<file path="config.mk">
export PLATFORM = sky130hd
export DESIGN_NAME = cam_emulator
export DESIGN_NICKNAME = d
export VERILOG_FILES = /design/src/rtl/cam_emulator.sv
export SDC_FILE = /design/constraint.sdc
export NUM_CORES = 1
export LEC_CHECK = 0
export BUFFER_PORTS_ARGS = -buffer_cell sky130_fd_sc_hd__buf_2
export CAP_MARGIN = 20
export CORE_MARGIN = 1
export CORE_UTILIZATION = 55
export CTS_CLUSTER_SIZE = 12
export DETAILED_ROUTE_END_ITERATION = 10
export PLACE_DENSITY = 0.84
export SYNTH_ARGS = -nofsm -noshare
export SYNTH_HDL_FRONTEND = slang
export SYNTH_SLANG_ARGS = --single-unit
</file>
<file path="constraint.sdc">
create_clock -name clk -period 6.5 [get_ports clk]
set_input_delay 0.65 -clock clk [delete_from_list [all_inputs] [get_ports clk]]
set_output_delay 0.65 -clock clk [all_outputs]
set_load 0.01 [all_outputs]
</file>
<file path="src/rtl/cam_emulator.sv">
// cam_emulator: emulates a parallel camera sensor (OV76xx style) that emits
// a YUYV byte stream with pclk, vsync and href.
// Optional feature: define CAM_EMU_BOX_EN to enable the moving-box test
// pattern (pattern_sel = 3). Without it, pattern 3 outputs the solid fill.
//
// Timing model: the FSM and counters describe the byte slot that will be
// presented at the next falling edge of pclk. On that edge the outputs are
// loaded from a decode of the counters and the counters advance, so the
// outputs only ever change on the edge where pclk goes 1->0.
//
//   state     | meaning
//   ----------+-----------------------------------------------------------
//   ST_IDLE   | stopped, pclk held low, all outputs 0
//   ST_VSYNC  | vsync lines (vsync=1)
//   ST_VBP    | vertical back porch, blank lines
//   ST_ACTIVE | active lines, href high for the active byte slots
//   ST_VFP    | vertical front porch, blank lines (also drains on stop)
module cam_emulator #(
    parameter int H_ACTIVE    = 640,
    parameter int V_ACTIVE    = 480,
    parameter int H_BLANK     = 144,
    parameter int VSYNC_LINES = 3,
    parameter int VBP_LINES   = 17,
    parameter int VFP_LINES   = 10
) (
    input  logic       clk,
    input  logic       reset,
    input  logic       enable,
    input  logic [1:0] pattern_sel,
    input  logic [7:0] fill_y,
    output logic       pclk,
    output logic       vsync,
    output logic       href,
    output logic [7:0] byte_out,
    output logic       frame_done
);

    localparam int LINE_SLOTS = 2 * (H_ACTIVE + H_BLANK);
    localparam int ACT_SLOTS  = 2 * H_ACTIVE;
`ifdef CAM_EMU_BOX_EN
    localparam int BOX_Y0     = V_ACTIVE / 2 - 8;
`endif

    typedef enum logic [2:0] {
        ST_IDLE   = 3'd0,
        ST_VSYNC  = 3'd1,
        ST_VBP    = 3'd2,
        ST_ACTIVE = 3'd3,
        ST_VFP    = 3'd4
    } state_t;

    state_t      state, state_nxt;
    logic [10:0] x_cnt, x_nxt;
    logic [9:0]  y_cnt, y_nxt;
    logic        stop_pend, stop_nxt;
    logic        last_slot, last_nxt;
    logic        load_cfg;
    logic        frame_end;
    logic        tick;
    logic        line_end;
    logic        phase_end;
    logic [9:0]  phase_last;
    logic [1:0]  pat_q;
    logic [7:0]  fill_q;
    logic [7:0]  y_val;
    logic        vsync_nxt;
    logic        href_nxt;
    logic [7:0]  byte_nxt;

    // A tick is the clk edge on which pclk falls: one byte slot ends here.
    assign tick      = (state != ST_IDLE) && pclk;
    assign line_end  = (x_cnt == 11'(LINE_SLOTS - 1));
    assign phase_end = line_end && (y_cnt == phase_last);

    // Last line index of the current vertical phase.
    always_comb begin
        case (state)
            ST_VSYNC:  phase_last = 10'(VSYNC_LINES - 1);
            ST_VBP:    phase_last = 10'(VBP_LINES - 1);
            ST_ACTIVE: phase_last = 10'(V_ACTIVE - 1);
            default:   phase_last = 10'(VFP_LINES - 1);
        endcase
    end

    // State and counter register; pclk free-runs at clk/2 outside IDLE.
    always_ff @(posedge clk) begin
        if (reset) begin
            state     <= ST_IDLE;
            x_cnt     <= '0;
            y_cnt     <= '0;
            stop_pend <= 1'b0;
            last_slot <= 1'b0;
            pclk      <= 1'b0;
        end else begin
            state     <= state_nxt;
            x_cnt     <= x_nxt;
            y_cnt     <= y_nxt;
            stop_pend <= stop_nxt;
            last_slot <= last_nxt;
            pclk      <= (state != ST_IDLE) ? ~pclk : 1'b0;
        end
    end

    // Next-state logic. The end-of-frame decision is taken while the last
    // VFP slot is being presented; with enable low the FSM waits one more
    // slot (stop_pend) so the last slot still gets its full pclk period.
    always_comb begin
        state_nxt = state;
        x_nxt     = x_cnt;
        y_nxt     = y_cnt;
        stop_nxt  = stop_pend;
        last_nxt  = last_slot;
        load_cfg  = 1'b0;
        frame_end = 1'b0;
        if (state == ST_IDLE) begin
            if (enable) begin
                state_nxt = ST_VSYNC;
                x_nxt     = '0;
                y_nxt     = '0;
                stop_nxt  = 1'b0;
                last_nxt  = 1'b0;
                load_cfg  = 1'b1;
            end
        end else if (tick) begin
            frame_end = last_slot;
            last_nxt  = 1'b0;
            if (stop_pend) begin
                state_nxt = ST_IDLE;
                stop_nxt  = 1'b0;
                x_nxt     = '0;
                y_nxt     = '0;
            end else if (!line_end) begin
                x_nxt = x_cnt + 11'd1;
            end else begin
                x_nxt = '0;
                if (!phase_end) begin
                    y_nxt = y_cnt + 10'd1;
                end else begin
                    y_nxt = '0;
                    case (state)
                        ST_VSYNC:  state_nxt = ST_VBP;
                        ST_VBP:    state_nxt = ST_ACTIVE;
                        ST_ACTIVE: state_nxt = ST_VFP;
                        default: begin
                            last_nxt = 1'b1;
                            if (enable) begin
                                state_nxt = ST_VSYNC;
                                load_cfg  = 1'b1;
                            end else begin
                                stop_nxt = 1'b1;
                            end
                        end
                    endcase
                end
            end
        end
    end

    // Pattern configuration is frozen for the whole frame at VSYNC entry.
    always_ff @(posedge clk) begin
        if (reset) begin
            pat_q  <= 2'd0;
            fill_q <= 8'h00;
        end else if (load_cfg) begin
            pat_q  <= pattern_sel;
            fill_q <= fill_y;
        end
    end

`ifdef CAM_EMU_BOX_EN
    logic [10:0] box_x;
    logic [10:0] pix_x;
    logic        in_box;

    assign pix_x  = {1'b0, x_cnt[10:1]};
    assign in_box = (pix_x >= box_x) && (pix_x < box_x + 11'd16) &&
                    (int'(y_cnt) >= BOX_Y0) && (int'(y_cnt) < BOX_Y0 + 16);

    // Box steps right by 4 pixels per frame and wraps when it would clip.
    always_ff @(posedge clk) begin
        if (reset) begin
            box_x <= '0;
        end else if (frame_end) begin
            if (int'(box_x) + 4 + 16 > H_ACTIVE)
                box_x <= '0;
            else
                box_x <= box_x + 11'd4;
        end
    end
`endif

    // Output decode for the slot about to be presented (slot = 2*x + odd).
    always_comb begin
        case (pat_q)
            2'd0:    y_val = x_cnt[10:3];
            2'd1:    y_val = x_cnt[7] ? 8'hFF : 8'h00;
`ifdef CAM_EMU_BOX_EN
            2'd3:    y_val = in_box ? 8'hFF : fill_q;
`endif
            default: y_val = fill_q;
        endcase
        vsync_nxt = (state == ST_VSYNC);
        href_nxt  = (state == ST_ACTIVE) && (x_cnt < 11'(ACT_SLOTS));
        byte_nxt  = 8'h00;
        if (href_nxt)
            byte_nxt = x_cnt[0] ? 8'h80 : y_val;
    end

    // Output registers load only on pclk falling edges.
    always_ff @(posedge clk) begin
        if (reset) begin
            vsync      <= 1'b0;
            href       <= 1'b0;
            byte_out   <= 8'h00;
            frame_done <= 1'b0;
        end else begin
            frame_done <= frame_end;
            if (tick) begin
                vsync    <= vsync_nxt;
                href     <= href_nxt;
                byte_out <= byte_nxt;
            end
        end
    end

endmodule

</file>
==> results of run 1 <==
## cell type report
| class | instances | area [um^2] |
|---|---|---|
| fillers | 361 | 1610 |
| multi-input cells | 233 | 1500 |
| flip-flops and latches | 48 | 961 |
| repair buffers | 26 | 135 |
| clock buffers | 6 | 72.6 |
| well taps | 52 | 65.1 |
| clock inverters | 2 | 35.0 |
| inverters | 8 | 30.0 |
## worst paths after layout
kind / endpoint / slack [ns] / depth (start not counted)
max: state[0]$_SDFFE_PP0P_ / 4.08 / 5
min: last_slot$_SDFFE_PP0P_ / 0.46 / 2
max reg2reg: state[0]$_SDFFE_PP0P_ / 4.08 / 5
min reg2reg: last_slot$_SDFFE_PP0P_ / 0.46 / 2
## logic make-up after synthesis
| logic type | synth area share [%] |
|---|---|
| buffers and inverters | 4.19 |
| flip-flops | 37.4 |
| XOR/XNOR | 4.77 |
| multiplexers | 8.86 |
| AO/OA/AOI/OAI | 16.2 |
| adder cells (fa/ha/maj) | 0.974 |
| AND/OR/NAND/NOR | 27.6 |
## worst max-delay path: stages, from the launching register on
cell and delay, ns:
dfxtp_1 0.54, and3b_1 0.29, mux2i_1 0.20, o2111ai_1 0.44, o311a_4 0.54, mux2_4 0.30
## sequential cells by signal, indices dropped and copies added (netlist names)
name / count
x_cnt: 11
y_cnt: 10
byte_out: 8
fill_q: 8
state: 3
pat_q: 2
frame_done: 1
href: 1
last_slot: 1
pclk: 1
stop_pend: 1
vsync: 1
## per-layer routing
layer | up-vias | wire length (um)
met1 | 1019 | 2550
met2 | 87 | 2620
met4 | 0 | 85
li1 | 1118 | -
met5 | - | 0
met3 | 8 | 343
## Yosys cell counts, types with 2 or more instances
library cell / instances
dfxtp_1: 48
nor2_1: 30
nand2_1: 27
nand2b_1: 23
o21ai_0: 20
mux2i_1: 19
clkbuf_1: 11
nand3_1: 11
a21oi_1: 10
a22oi_1: 9
xnor2_1: 9
and3_1: 8
inv_1: 8
nor3_1: 8
buf_2: 5
xor2_1: 5
nand3b_1: 4
nor4_1: 4
o2111ai_1: 4
o31ai_1: 4
or3_1: 4
a31oi_1: 3
nor2b_1: 3
or4b_4: 3
ha_1: 2
mux2_2: 2
nand4_1: 2
o22ai_1: 2
## power groups by stage
stage	sequential, mW	clock, mW	combinational, mW
3_3_place_gp	0.366	0	0.249
5_1_grt	0.368	0.226	0.285
2_1_floorplan	0.342	0	0.233
4_1_cts	0.360	0.212	0.255
6_report	0.361	0.210	0.261
3_5_place_dp	0.367	0	0.254
## per-stage QoR
step / std cells / utilization (%)
finish: 375 / 63.4
global route: 375 / 63.4
CTS: 374 / 63.3
detailed placement: 366 / 60.8
global placement: 366 / 60.8
floorplan: 306 / -
==> summary.txt, run 1 <==
Clocking
  • Setup Fix Bufs, Post-CTS: 0
  • Clock Sinks: 48
  • Clock Tree Root: clkbuf_8
  • Clock Path Buffers: 2
  • Post-CTS Resized: 0
  • H-Tree Depth: 2
  • Clock transition at path regs: 0.09 ns
  • CTS tree: yes
  • CTS Buf Count: 5
  • Hold_buf cts: 0
  • Worst-skew pair later-pin latency: 0.30 ns

Synth
  • Synthesized netlist cell count: 306
  • Synthesized cell area: 2570 um^2
  • Synth area leader: dfxtp_1
  • Synth top area share: 37.4%
  • Ys Warns: 0
  • Sequential share of the synthesized area: 37.4%
  • Yosys cell types: 46
  • #FFs+latches synth: 48
  • Avg Cell Area, Syn: 8.40 um^2
  • Synth Flop Type: dfxtp_1
  • Cell types occupying the most area after synthesis: dfxtp_1 37%, mux2i_1 7.4%, nand2b_1 5.6%
  • Net Count, Synth: 321
  • Ys async rst share: 0%
  • Number of synthesized flops with an enable pin: 0

Power and ir drop
  • Clock power frac: 25.2%
  • Cell Pwr Density: 297 nW/um^2
  • Overall power: 0.832 mW
  • Peak VDD IR: 274 uV
  • Sw frac: 35.5%
  • Combinational power share: 31.4%
  • Sw power: 0.295 mW
  • Sequential power share: 43.4%
  • P_leak: 1.05 nW
  • Internal power: 0.537 mW

Timing
  • Max Transition Viols Final: 0
  • Slew headroom: 40.2%
  • RSZ-0062 raised after global routing: false
  • Final period util: 37.3%
  • Hold slack: 0.457 ns
  • Setup violators final: 0
  • Worst-Margin Slew: 0.897 ns
  • Total negative slack: 0 ns
  • Max Clock Freq: 0.413 GHz
  • Setup slack after layout: 4.08 ns
  • Layout Skew: 0.00872 ns
  • Minimum clock period: 2.42 ns
  • Final hold vios: 0

Placement
  • Post-DP HPWL: 4000 um
  • Dpl cell area: 2690 um^2
  • Pre-CTS worst setup slack: 3.71 ns
  • Placer Congestion: 0.905
  • # port buffers: 24

Worst setup path
  • CP Launch Type: flop
  • Worst setup EP type: flop
  • R2r startpoint: state[0]$_SDFFE_PP0P_
  • Crit-path max FO: 12
  • Crit Path Class: flop to flop
  • Worst Setup SP: state[0]$_SDFFE_PP0P_
  • CP Data Required Time: 6.69 ns
  • WP data arrival: 2.61 ns

Drt
  • DR WL/cell: 14.9 um
  • Detailed-route via count: 2232
  • Drt drc: 0
  • Final wirelength: 5600 um
  • First-pass DRT Iterations: 5
  • 1st-iter DRT viols: 185
  • Routed Antenna Nets: 0
  • Avg Vias per Cell: 5.95

Global routing
  • Gr usage total: 24.3%
  • First-pass GRT wire length: 9590 um
  • Busiest grt layer: met2
  • Met1 GRT Util: 33.0%
  • Initial antenna violation count: 0
  • Vias in the first global route: 2024
  • Largest net degree at the start of global routing: 47
  • Met2 GRT Util: 37.8%
  • Met3 Use GR: 4.18%
  • Final global-route overflow total: 0

Flow run
  • Max-cap viol count: 0

Die
  • Rows: 24
  • Core box area: 4410 um^2
  • Initial Util: 58.2%
  • Die W: 70.4 um
  • Die Ht: 70.4 um
  • IO Pins: 25
  • Die area: 4950 um^2

Worst hold path
  • Hold_sp: last_slot$_SDFFE_PP0P_
  • Worst Hold Class: flop to flop

Outcome
  • Status: finished, final reports clean

Layout
  • Share of cells above drive strength 1: 13.6%
  • Final nets: 337
  • Area Overhead vs Synth: 8.96%
  • Inserted Diodes: 0
  • Most common cell after layout, fill and taps aside: dfxtp_1
  • Final Instance Area: 2800 um^2
  • Most frequent cells in the layout: 48 x dfxtp_1, 30 x nor2_1, 27 x nand2_1
(Power assumes the default switching activity.)
==> inputs of run 2 (changes only) <==
- CORE_UTILIZATION: 55 -> 53
- clock period: 6.5 -> 2.06 ns (I/O delays scaled with it)
==> summary.txt, run 2 (synthesized netlist as in run 1, its figures left out) <==
Outcome
  • Status: complete, but fails checks
  • Violated checks: setup timing

Timing
  • Final hold vios: 0 (unchanged)
  • Max Clock Freq: 0.469 GHz (+14%)
  • Max Transition Viols Final: 0 (unchanged)
  • Worst-Margin Slew: 0.384 ns (-0.512 ns)
  • Final period util: 104% (+66 points)
  • Minimum clock period: 2.13 ns (-0.291 ns)
  • Setup violators final: 7 (+7)
  • RSZ-0062 raised after global routing: true
  • Setup slack after layout: -0.0732 ns (-4.15 ns)
  • Layout Skew: 0.00978 ns (+0.00106 ns)
  • Slew headroom: 74.2% (+34 points)

Power and ir drop
  • P_leak: 1.29 nW (+23%)
  • Internal power: 2.01 mW (+270%)
  • Sw power: 1.14 mW (+290%)
  • Peak VDD IR: 848 uV (+210%)
  • Overall power: 3.15 mW (+280%)
  • Combinational power share: 43.7% (+12 points)
  • Sequential power share: 34.2% (-9.2 points)
  • Sw frac: 36.3% (+0.81 points)
  • Cell Pwr Density: 975 nW/um^2 (+230%)
  • Clock power frac: 22.1% (-3.1 points)

Worst setup path
  • R2r startpoint: x_cnt[0]$_SDFFE_PP0P_
  • R2R Path End: y_cnt[6]$_SDFFE_PP0P_
  • Reg2reg setup slack: -0.07 ns (-4.15 ns)
  • CP Launch Type: flop
  • WP data arrival: 2.36 ns (-0.25 ns)
  • Crit-path max FO: 5 (-7)
  • CP Data Required Time: 2.28 ns (-4.41 ns)
  • Worst setup EP type: flop
  • Delay-heaviest family, CP: simple AND/OR/NAND/NOR gates
  • CP Buf/Inv Count: 0 (unchanged)
  • Crit Path Class: flop to flop
  • Reg2reg path depth: 6 (+1)
  • Critical-path top delay cell: or4b_4
  • Worst path cell trace: ha_4 -> or4b_4 -> o311a_4 -> nor4_1 -> o21ai_1 -> a31oi_1
  • Critical Path Max Stage Delay: 0.51 ns (-0.03 ns)

Worst hold path
  • Hold_sp: fill_y[5]
  • Worst Hold Class: input port to flop
  • Worst Hold Path EP: fill_q[5]$_SDFFE_PP0P_
  • Hold Path Stages: 3 (+1)

Layout
  • Area Overhead vs Synth: 25.6%
  • Multi-input gate area: 1610 um^2 (+7.2%)
  • Biggest register: x_cnt
  • Most frequent cells in the layout: 45 x dfxtp_1, 39 x buf_4, 29 x nor2_1
  • Max reg flops: 11 (unchanged)
  • Inserted Diodes: 0 (unchanged)
  • Final Instance Area: 3230 um^2 (+15%)
  • Most common cell after layout, fill and taps aside: dfxtp_1
  • Reg area: 965 um^2 (+0.39%)
  • Total of fill cells in the finished design: 308 (-15%)
  • Final nets: 376 (+12%)
  • Largest regs: x_cnt (11), y_cnt (10)
  • Share of cells above drive strength 1: 27.3% (+14 points)

Global routing
  • Final global-route overflow total: 0 (unchanged)
  • First-pass GRT wire length: 10800 um (+12%)
  • Gr usage total: 26.5% (+2.2 points)
  • Vias in the first global route: 2316 (+14%)
  • Initial antenna violation count: 0 (unchanged)
  • Largest net degree at the start of global routing: 29 (-38%)

Placement
  • # port buffers: 24 (unchanged)
  • Dpl cell area: 2960 um^2 (+10%)
  • Placer Congestion: 0.946 (+4.6%)
  • Post-DP HPWL: 4420 um (+10%)
  • Pre-CTS worst setup slack: -0.0190 ns (-3.73 ns)

Drt
  • 1st-iter DRT viols: 310 (+68%)
  • DR WL/cell: 16.6 um (+11%)
  • Detailed-route via count: 2548 (+14%)
  • Routed Antenna Nets: 0 (unchanged)
  • First-pass DRT Iterations: 5 (unchanged)
  • Final wirelength: 6850 um (+22%)
  • Avg Vias per Cell: 6.15 (+3.4%)
  • Drt drc: 0 (unchanged)

Die
  • Die Ht: 71.6 um (+1.8%)
  • Rows: 24 (unchanged)
  • IO Pins: 25 (unchanged)
  • Die area: 5130 um^2 (+3.7%)
  • Die W: 71.6 um (+1.8%)
  • Initial Util: 57.1% (-1.2 points)
  • Core box area: 4500 um^2 (+2.0%)

Clocking
  • Clock transition at path regs: 0.09 ns (about the same)
  • CTS tree: yes
  • Clock Path Buffers: 2 (unchanged)
  • Clock Tree Root: clkbuf_8
  • Clock Sinks: 48 (unchanged)
  • H-Tree Depth: 2 (unchanged)
  • Worst-skew pair later-pin latency: 0.31 ns (about the same)
  • Hold_buf cts: 0 (unchanged)
  • CTS Buf Count: 5 (unchanged)

Flow run
  • Max-cap viol count: 0 (unchanged)
==> run 2: cell count changes in the layout (fill, tap and decap cells not counted), moves of 2 or more <==
cell	delta
o21ai_0	-3
buf_4	+37
o21ai_1	+2
o2111ai_1	-2
o21ai_4	+2
dfxtp_1	-3
dfxtp_2	+3
o2111ai_2	+2
==> run 2: worst max path at each step <==
stage | endpoint | from | depth (start not counted) | slack, ns
global route | y_cnt[6]$_SDFFE_PP0P_ | x_cnt[1]$_SDFFE_PP0P_ | 6 | -0.30
global placement | y_cnt[9]$_SDFFE_PP0P_ | x_cnt[1]$_SDFFE_PP0P_ | 6 | 0.04
detailed placement | y_cnt[9]$_SDFFE_PP0P_ | x_cnt[1]$_SDFFE_PP0P_ | 6 | -0.02
floorplan | state[0]$_SDFFE_PP0P_ | x_cnt[0]$_SDFFE_PP0P_ | 6 | -0.01
finish | y_cnt[6]$_SDFFE_PP0P_ | x_cnt[0]$_SDFFE_PP0P_ | 6 | -0.07
CTS | state[0]$_SDFFE_PP0P_ | x_cnt[1]$_SDFFE_PP0P_ | 6 | -0.02
==> run 2: cell type report <==
cell class,count,area share [%]
Multi-Input combinational cell,233,49.8
Sequential cell,48,29.9
Timing Repair Buffer,65,13.8
Clock buffer,5,2.13
Tap cell,52,2.02
Clock inverter,3,1.43
Inverter,8,0.930
==> run 2: tightest hold or removal path, stage by stage <==
cell	delay, ns
buf_2	0.09
nand2b_1	0.05
mux2i_1	0.06
==> run 2: metal layers <==
metal / wire length (um) / GRT usage, %
met5: 0 / 0
met4: 237 / 10.0
met3: 494 / 6.47
met2: 3320 / 43.8
met1: 2800 / 33.6
==> run 2: power groups by stage <==
stage          Sequential (mW)  Clock, mW  Combinational (mW)
2_1_floorplan             1.08          0               0.742
4_1_cts                   1.07      0.708                1.22
5_1_grt                   1.08      0.754                1.47
3_3_place_gp              1.08          0                1.14
6_report                  1.08      0.695                1.38
3_5_place_dp              1.09          0                1.17
==> run 2: repair_timing <==
action,in CTS,in global routing
buffers inserted,2,5
setup endpoints to repair,7,33
endpoints found under the hold margin,0,0
gates resized for setup,5,15
pin swaps,1,3
==> run 2: per-stage QoR <==
step | instances | setup TNS (ns) | util (%) | hold slack [ns]
finish | 414 | -0.147 | 71.7 | 0.146
global route | 414 | -1.62 | 71.7 | 0.144
CTS | 409 | -0.0345 | 69.2 | 0.138
detailed placement | 399 | -0.0340 | 65.7 | 0.459
global placement | 399 | 0 | 65.7 | 0.446
floorplan | 306 | -0.0102 | - | 0.307
==> inputs of run 3 (changes only) <==
- REMOVE_ABC_BUFFERS: unset -> 1
==> summary.txt, run 3 (synthesized netlist as in run 1, its figures left out) <==
Worst setup path
  • Worst setup EP type: flop
  • Crit-path max FO: 5 (unchanged)
  • CP Launch Type: flop
  • R2R Path End: y_cnt[9]$_SDFFE_PP0P_
  • R2r startpoint: x_cnt[1]$_SDFFE_PP0P_
  • Crit Path Class: flop to flop
  • CP Data Required Time: 2.28 ns (about the same)
  • Reg2reg setup slack: -0.05 ns (+0.02 ns)
  • WP data arrival: 2.33 ns (-0.03 ns)
  • Reg2reg path depth: 6 (unchanged)

Power and ir drop
  • Overall power: 3.01 mW (-4.4%)
  • Peak VDD IR: 479 uV (-44%)
  • Cell Pwr Density: 949 nW/um^2 (-2.7%)
  • P_leak: 1.24 nW (-3.6%)

Timing
  • Hold slack: 0.139 ns (-0.00627 ns)
  • Setup violators final: 6 (-1)
  • Worst-Margin Slew: 0.432 ns (+0.0480 ns)
  • Final period util: 102% (-1.2 points)
  • Slew headroom: 71.0% (-3.2 points)
  • Final hold vios: 0 (unchanged)
  • Max Transition Viols Final: 0 (unchanged)
  • RSZ-0062 raised after global routing: true
  • Minimum clock period: 2.11 ns (-0.0249 ns)
  • Layout Skew: 0.0104 ns (+0.000645 ns)
  • Max Clock Freq: 0.474 GHz (+1.2%)
  • Setup slack after layout: -0.0483 ns (+0.0249 ns)

Worst hold path
  • Hold Path Stages: 3 (unchanged)
  • Hold_sp: fill_y[6]
  • Worst Hold Class: input port to flop
  • Worst Hold Path EP: fill_q[6]$_SDFFE_PP0P_

Layout
  • Final Instance Area: 3170 um^2 (-1.7%)
  • Max reg flops: 11 (unchanged)
  • Final nets: 373 (-0.80%)
  • Inserted Diodes: 0 (unchanged)
  • Most common cell after layout, fill and taps aside: dfxtp_1
  • Share of cells above drive strength 1: 27.6% (+0.23 points)
  • Most frequent cells in the layout: 44 x dfxtp_1, 35 x buf_4, 29 x nor2_1
  • Area Overhead vs Synth: 23.4%
  • Largest regs: x_cnt (11), y_cnt (10)
  • Biggest register: x_cnt
  • Layout Cells excl Fill: 411 (-0.72%)

Clocking
  • Clock transition at path regs: 0.10 ns (about the same)
  • CTS Buf Count: 5 (unchanged)
  • CTS tree: yes
  • Worst-skew pair later-pin latency: 0.31 ns (about the same)
  • Clock Tree Root: clkbuf_8
  • Clock Sinks: 48 (unchanged)
  • Clock Path Buffers: 2 (unchanged)
  • H-Tree Depth: 2 (unchanged)

Die
  • Core box area: 4500 um^2 (unchanged)
  • Die Ht: 71.6 um (unchanged)
  • Initial Util: 57.1% (unchanged)
  • IO Pins: 25 (unchanged)
  • Rows: 24 (unchanged)
  • Die W: 71.6 um (unchanged)
  • Die area: 5130 um^2 (unchanged)

Global routing
  • Largest net degree at the start of global routing: 27 (-6.9%)
  • First-pass GRT wire length: 11100 um (+2.8%)
  • Initial antenna violation count: 0 (unchanged)
  • Final global-route overflow total: 0 (unchanged)
  • Gr usage total: 27.7% (+1.2 points)
  • Vias in the first global route: 2342 (+1.1%)

Drt
  • First-pass DRT Iterations: 6 (+1)
  • DR WL/cell: 17.5 um (+6.0%)
  • Avg Vias per Cell: 6.37 (+3.6%)
  • 1st-iter DRT viols: 336 (+8.4%)
  • Detailed-route via count: 2620 (+2.8%)
  • Final wirelength: 7210 um (+5.3%)
  • Drt drc: 0 (unchanged)
  • Routed Antenna Nets: 0 (unchanged)

Placement
  • Placer Congestion: 0.956 (+1.0%)
  • # port buffers: 24 (unchanged)
  • Post-DP HPWL: 4620 um (+4.6%)
  • Dpl cell area: 2930 um^2 (-0.85%)
  • Pre-CTS worst setup slack: -0.0677 ns (-0.0487 ns)
  • Inst Count DP: 399 (unchanged)

Outcome
  • Violated checks: setup timing
  • Status: complete, but fails checks

Flow run
  • Max-cap viol count: 0 (unchanged)
-- run 3: cell count changes in the layout (fill, tap and decap cells not counted), sizes merged --
| cell | delta |
|---|---|
| inv | -1 |
| clkinvlp | +1 |
| buf | -3 |
| clkbuf | +1 |
| bufinv | -1 |
-- run 3: area by class of cell --
| class | instances | area (um^2) |
|---|---|---|
| Timing Repair Buffer | 62 | 417 |
| Multi-Input combinational cell | 233 | 1600 |
| Sequential cell | 48 | 966 |
| Fill cell | 336 | 1330 |
| Tap cell | 52 | 65.1 |
| Inverter | 8 | 30.0 |
| Clock inverter | 2 | 15.0 |
| Clock buffer | 6 | 82.6 |
-- run 3: where the power goes --
part	internal (mW)	switching (mW)
combinational	0.575	0.744
sequential	1.01	0.0786
clock	0.272	0.329
-- run 3: through the flow --
step	util, %	TNS [ns]
finish	70.4	-0.108
CTS	68.1	0
detailed placement	65.1	-0.335
global route	70.4	-1.30
global placement	65.1	0
floorplan	-	-9.19
-- run 3: per-layer routing --
metal	GRT usage (%)	routed length [um]	vias to the layer above
met4	12.4	229	0
met2	44.1	3380	167
met3	6.19	580	32
li1	-	-	1190
met5	0	0	-
met1	36.1	3020	1231
-- run 3: worst max path at each step --
stage	startpoint	end	slack, ns	depth (start not counted)
after floorplan	x_cnt[0]$_SDFFE_PP0P_	fill_q[0]$_SDFFE_PP0P_	-0.76	6
after global placement	x_cnt[0]$_SDFFE_PP0P_	state[0]$_SDFFE_PP0P_	0.002	6
after detailed placement	x_cnt[0]$_SDFFE_PP0P_	y_cnt[3]$_SDFFE_PP0P_	-0.07	7
after CTS	state[2]$_SDFFE_PP0P_	x_cnt[8]$_SDFFE_PP0P_	0.001	7
after global routing	x_cnt[1]$_SDFFE_PP0P_	y_cnt[9]$_SDFFE_PP0P_	-0.13	6
final	x_cnt[1]$_SDFFE_PP0P_	y_cnt[9]$_SDFFE_PP0P_	-0.05	6
-- run 3: repair_timing --
item,CTS,global route
hold buffers,0,0
setup endpoints to repair,14,32
resized for setup,5,25
pin swaps,2,2
buffers inserted,1,2
cloned,0,1
-- run 3: worst max-delay path, stage by stage, from the launching register on --
cell     delay, ns
dfxtp_2       0.36
ha_4          0.13
or4b_4        0.50
o311a_4       0.37
nor3_2        0.29
o21ai_4       0.13
o31ai_1       0.23
